## config.mk

```make
export PLATFORM = sky130hd
export DESIGN_NAME = uart_tx
export DESIGN_NICKNAME = d
export VERILOG_FILES = /design/src/rtl/uart_tx.sv
export SDC_FILE = /design/constraint.sdc
export NUM_CORES = 1
export LEC_CHECK = 0
export BUFFER_PORTS_ARGS = -buffer_cell sky130_fd_sc_hd__buf_2
export CAP_MARGIN = 20
export CORE_UTILIZATION = 45
export DETAILED_ROUTE_END_ITERATION = 8
export GPL_TIMING_DRIVEN = 0
export PLACE_DENSITY = 0.67
export SYNTH_ARGS = -nofsm -noshare
export SYNTH_HDL_FRONTEND = slang
export SYNTH_SLANG_ARGS = --single-unit
```

## constraint.sdc

```tcl
create_clock -name i_Clock -period 6.05 [get_ports i_Clock]
set_input_delay 0.9075 -clock i_Clock [delete_from_list [all_inputs] [get_ports i_Clock]]
set_output_delay 0.9075 -clock i_Clock [all_outputs]
set_load 0.03 [all_outputs]
```

## src/rtl/uart_tx.sv

```systemverilog
// uart_tx: 8N1 UART transmitter with a small byte FIFO and a transmit enable.
// Define UART_TX_PARITY_EN to insert an even-parity bit (8E1).
module uart_tx #(
    parameter int CLKS_PER_BIT = 10416,
    parameter int FIFO_DEPTH   = 4
) (
    input  logic                          i_Clock,
    input  logic                          reset,
    input  logic                          transmit,
    input  logic                          i_Tx_DV,
    input  logic [7:0]                    i_Tx_Byte,
    output logic                          o_Tx_Ready,
    output logic                          o_Tx_Serial,
    output logic                          o_Tx_Active,
    output logic                          o_Tx_Done,
    output logic [$clog2(FIFO_DEPTH):0]   o_Fifo_Count
);
    localparam int AW = $clog2(FIFO_DEPTH);
    localparam logic [17:0] LAST = 18'(CLKS_PER_BIT - 1);

    typedef enum logic [2:0] {
        IDLE,
        START,
        DATA,
`ifdef UART_TX_PARITY_EN
        PARITY,
`endif
        STOP
    } state_t;

    state_t            r_state, w_state_next;
    logic [17:0]       r_clk_count, w_clk_next;
    logic [2:0]        r_bit_idx, w_bit_next;
    logic [7:0]        r_shift;
    logic              r_serial, w_serial_next;
    logic              r_done, w_done_next;
    logic              w_pop, w_push, w_bit_end;
    logic [7:0]        r_mem [FIFO_DEPTH];
    logic [AW-1:0]     r_wr_ptr, r_rd_ptr;
    logic [AW:0]       r_count;

    assign w_bit_end    = r_clk_count == LAST;
    assign o_Tx_Ready   = r_count != (AW+1)'(FIFO_DEPTH);
    assign w_push       = i_Tx_DV & o_Tx_Ready;
    assign o_Tx_Serial  = r_serial;
    assign o_Tx_Active  = r_state != IDLE;
    assign o_Tx_Done    = r_done;
    assign o_Fifo_Count = r_count;

    // Serial output is registered, so the next-state logic also computes the next line level.
    always_comb begin
        w_state_next  = r_state;
        w_clk_next    = w_bit_end ? '0 : r_clk_count + 18'd1;
        w_bit_next    = r_bit_idx;
        w_serial_next = r_serial;
        w_done_next   = 1'b0;
        w_pop         = 1'b0;
        case (r_state)
            IDLE: begin
                w_clk_next    = '0;
                w_serial_next = 1'b1;
                if (transmit && r_count != '0) begin
                    w_pop         = 1'b1;
                    w_state_next  = START;
                    w_serial_next = 1'b0;
                end
            end
            START: begin
                if (w_bit_end) begin
                    w_state_next  = DATA;
                    w_bit_next    = 3'd0;
                    w_serial_next = r_shift[0];
                end
            end
            DATA: begin
                if (w_bit_end) begin
                    if (r_bit_idx == 3'd7) begin
`ifdef UART_TX_PARITY_EN
                        w_state_next  = PARITY;
                        w_serial_next = ^r_shift;
`else
                        w_state_next  = STOP;
                        w_serial_next = 1'b1;
`endif
                    end else begin
                        w_bit_next    = r_bit_idx + 3'd1;
                        w_serial_next = r_shift[r_bit_idx + 3'd1];
                    end
                end
            end
`ifdef UART_TX_PARITY_EN
            PARITY: begin
                if (w_bit_end) begin
                    w_state_next  = STOP;
                    w_serial_next = 1'b1;
                end
            end
`endif
            STOP: begin
                if (w_bit_end) begin
                    w_state_next  = IDLE;
                    w_serial_next = 1'b1;
                    w_done_next   = 1'b1;
                end
            end
            default: begin
                w_state_next  = IDLE;
                w_clk_next    = '0;
                w_bit_next    = 3'd0;
                w_serial_next = 1'b1;
            end
        endcase
    end

    always_ff @(posedge i_Clock) begin
        if (!reset) begin
            r_state     <= IDLE;
            r_clk_count <= '0;
            r_bit_idx   <= '0;
            r_shift     <= '0;
            r_serial    <= 1'b1;
            r_done      <= 1'b0;
            r_wr_ptr    <= '0;
            r_rd_ptr    <= '0;
            r_count     <= '0;
        end else begin
            r_state     <= w_state_next;
            r_clk_count <= w_clk_next;
            r_bit_idx   <= w_bit_next;
            r_serial    <= w_serial_next;
            r_done      <= w_done_next;
            if (w_pop) r_shift <= r_mem[r_rd_ptr];
            if (w_pop) r_rd_ptr <= r_rd_ptr + AW'(1);
            if (w_push) r_wr_ptr <= r_wr_ptr + AW'(1);
            r_count     <= r_count + (AW+1)'(w_push) - (AW+1)'(w_pop);
        end
    end

    always_ff @(posedge i_Clock) begin
        if (w_push) r_mem[r_wr_ptr] <= i_Tx_Byte;
    end
endmodule
```

==> results.sh <==
export IMPL_status="finished clean"
export IMPL_timing_rr_start="r_state[0]"
export IMPL_chipHeight_um=85.8
export IMPL_cts_inserted_buffers=9
export IMPL_endpoint_kind="flip-flop"
export IMPL_path_clk_slew_ns=0.08
export IMPL_gp_congestion=0.792
export IMPL_start_util_pct=46.5
export IMPL_rows=30
export IMPL_antenna_found_initial=0
export IMPL_grt_usage_pct=16.4
export IMPL_crit_buf_inv=5
export IMPL_fin_util_pct=52.3
export IMPL_netlist_instances=267
export IMPL_yosys_warnings=0
export IMPL_synth_seq_cells=72
export IMPL_num_antenna_cells=0
export IMPL_hold_path_endpoint="r_clk_count[0]"
export IMPL_syn_nets=295
export IMPL_reg2reg_depth=13
export IMPL_seqCellArea_um2=1760
export IMPL_grt_max_degree=16
export IMPL_grt_pass1_vias=1935
export IMPL_leakage_nw=1.27
export IMPL_fillers=606
export IMPL_worst_path_max_fanout=10
export IMPL_clk_latency_ns=0.35
export IMPL_grt_ovfl_total=0
export IMPL_fin_crit_ns=2.69
export IMPL_routedWlPerCell_um=12.8
export IMPL_tightest_slew_ns=0.549
export IMPL_cts_root_buf="clkbuf_8"
export IMPL_dr_pass1_iters=4
export IMPL_crit_family="adder cells"
export IMPL_holdPathStages=1
export IMPL_dieWidth_um=85.8
export IMPL_tns_ns=0
export IMPL_synthDistinctLibCells=44
export IMPL_cp_slowest_cell="dfxtp_1"
export IMPL_startpoint_type="flip-flop"
export IMPL_multi_input_area_um2=1290
export IMPL_cts_resized=0
export IMPL_setup_violations=0
export IMPL_crit_arrival_ns=2.93
export IMPL_hold_class="reg -> reg"
export IMPL_worst_clock_skew_ns=0.00842
export IMPL_ir_worst_vdd_uv=203
export IMPL_grt_pass1_wl_mm=9.00
export IMPL_ant_nets=0
export IMPL_clockBufferDepth=2
export IMPL_min_from="r_clk_count[0]"
export IMPL_h_tree_depth=3
export IMPL_timing_rr_end="o_Fifo_Count[2]"
export IMPL_io_pins=19
export IMPL_ff2ff_setup_slack_ns=3.36
export IMPL_fin_nets=324
export IMPL_crit_path_max_incr_delay_ns=0.42
export IMPL_cts_sinks=72
export IMPL_layout_area_overhead_vs_synth_pct=12.5
export IMPL_syn_area_um2=3160
export IMPL_post_cts_repair_setup_buffers=0
export IMPL_cts_hold_buf=0
export IMPL_worstPathRequired_ns=6.29
export IMPL_place_port_buffers=18
export IMPL_finalHoldViolations=0
export IMPL_fmax_mhz=372
export IMPL_path_cells="inv_1, ha_1, inv_1, or2_2, buf_2, inv_2, ha_1, inv_1, ha_1, fa_1, xnor2_1, xnor2_1, and2_1"
export IMPL_crit_type="reg -> reg"
export IMPL_avgViaCountPerCell=4.93
export IMPL_syn_avg_cell_area_um2=11.8
export IMPL_routed_via_count=1956
export IMPL_p_total_mw=1.32
export IMPL_drt_total_wl_mm=5.08
export IMPL_slew_headroom_pct=63.4
export IMPL_post_route_cells_drive_above_1_share_pct=17.9
export IMPL_drt_initial_drc_count=85
export IMPL_dpl_hpwl_mm=3.50
export IMPL_cts_tree="yes"
export IMPL_power_per_cell_area_nw_per_um2=372
export IMPL_fin_crit_sh_pct=44.5
export IMPL_core_um2=6790
export IMPL_synth_seq_area_share_pct=55.8
export IMPL_rsz0062_at_grt="false"
export IMPL_maxCapViolCount=0
export IMPL_finalMaxSlewViolations=0
export IMPL_drc_errors=0
export IMPL_dieArea_um2=7360
[cell families (layout without fill, tap and decap cells)]
| logic type | Yosys count | in the layout | share of synthesized area, % |
|---|---|---|---|
| and+or+nand+nor | 100 | 100 | 15.7 |
| muxes | 14 | 14 | 7.69 |
| DFF | 72 | 72 | 55.8 |
| adders and majority gates | 16 | 16 | 6.58 |
| AOI/OAI and AO/OA | 20 | 20 | 5.11 |
| xor gates and xnor gates | 21 | 21 | 5.82 |
| buffers and inverters | 24 | 58 | 3.29 |
[area by class of cell]
| cell class | instances | area share (%) |
|---|---|---|
| Tap cell | 96 | 3.38 |
| Clock buffer | 9 | 3.49 |
| Timing Repair Buffer | 18 | 2.54 |
| Clock inverter | 7 | 1.73 |
| Sequential cell | 72 | 49.6 |
| Inverter | 15 | 1.58 |
| Buffer | 9 | 1.34 |
| Multi-Input combinational cell | 171 | 36.4 |
[cell usage in the layout, fill, tap and decap left out, drive strengths merged, types with 10 or more instances in the layout]
cell type / count
and2: 10
and3: 10
buf: 23
clkbuf: 13
dfxtp: 40
edfxtp: 32
ha: 15
inv: 19
nand2: 28
nor2: 28
xnor2: 18
[worst max path at each step]
| stage | startpoint | to | slack (ns) | cells after the start |
|---|---|---|---|---|
| after global routing | r_state[0] | o_Fifo_Count[2] | 3.16 | 13 |
| after floorplan | transmit | o_Fifo_Count[2] | 3.29 | 11 |
| final | r_state[0] | o_Fifo_Count[2] | 3.36 | 13 |
| after global placement | transmit | o_Fifo_Count[2] | 3.05 | 12 |
| after CTS | r_state[0] | o_Fifo_Count[2] | 3.33 | 13 |
| after detailed placement | transmit | o_Fifo_Count[2] | 3.04 | 12 |
[sequential cells by signal (all words and copies together), names as in the netlist]
signal,cells
o_Fifo_Count,3
o_Tx_Done,1
o_Tx_Serial,1
r_bit_idx,3
r_clk_count,18
r_mem,32
r_rd_ptr,2
r_shift,8
r_state,2
r_wr_ptr,2
[Yosys cell counts]
cell type	count	area share, %
nor2_2	1	0.20
and4_1	1	0.28
buf_2	2	0.32
ha_1	15	5.9
mux2_2	2	0.71
a21boi_0	9	2.1
o211ai_1	1	0.24
nor3_1	4	0.63
nand4b_1	2	0.55
o311ai_0	1	0.28
mux4_2	8	5.7
xor2_1	3	0.83
dfxtp_1	40	25
a31oi_1	1	0.20
nor2_1	27	3.2
inv_2	1	0.12
xnor2_1	18	5.0
edfxtp_1	32	30
nor4b_1	2	0.55
fa_1	1	0.63
and3_1	9	1.8
nand2_1	28	3.3
and3_4	1	0.36
o31ai_1	1	0.24
or2b_1	1	0.24
o211a_1	1	0.32
a21oi_1	1	0.16
nand4_1	3	0.59
mux2i_1	4	1.3
a2bb2oi_1	1	0.28
and2_1	10	2.0
nor2b_1	1	0.20
nand3_1	6	0.95
a32o_1	2	0.63
buf_6	1	0.36
buf_4	1	0.24
inv_1	14	1.7
nor4_1	1	0.20
clkbuf_1	4	0.48
or3b_1	1	0.28
o221a_2	1	0.36
or2_2	2	0.40
a22o_1	1	0.28
buf_1	1	0.12
[through the flow]
step / cell area (um^2) / setup WS, ns / std cells / hold slack [ns]
CTS: 3550 / 3.33 / 397 / 0.451
finish: 3550 / 3.36 / 397 / 0.446
detailed placement: 3370 / 3.04 / 381 / 0.439
global route: 3550 / 3.16 / 397 / 0.489
global placement: 3370 / 3.05 / 381 / 0.429
floorplan: 3160 / 3.29 / 267 / 0.412
[metal layers]
| layer | vias up | global-route usage, % | wire length, um |
|---|---|---|---|
| li1 | 987 | - | - |
| met1 | 938 | 19.0 | 2350 |
| met2 | 26 | 27.9 | 2480 |
| met3 | 5 | 6.93 | 196 |
| met4 | 0 | 5.00 | 51 |
| met5 | - | 0 | 0 |
[power by group]
group / total [mW] / switching, mW / internal [mW]
combinational: 0.364 / 0.206 / 0.159
sequential: 0.604 / 0.0320 / 0.572
clock: 0.353 / 0.196 / 0.156
(Power assumes the default switching activity.)
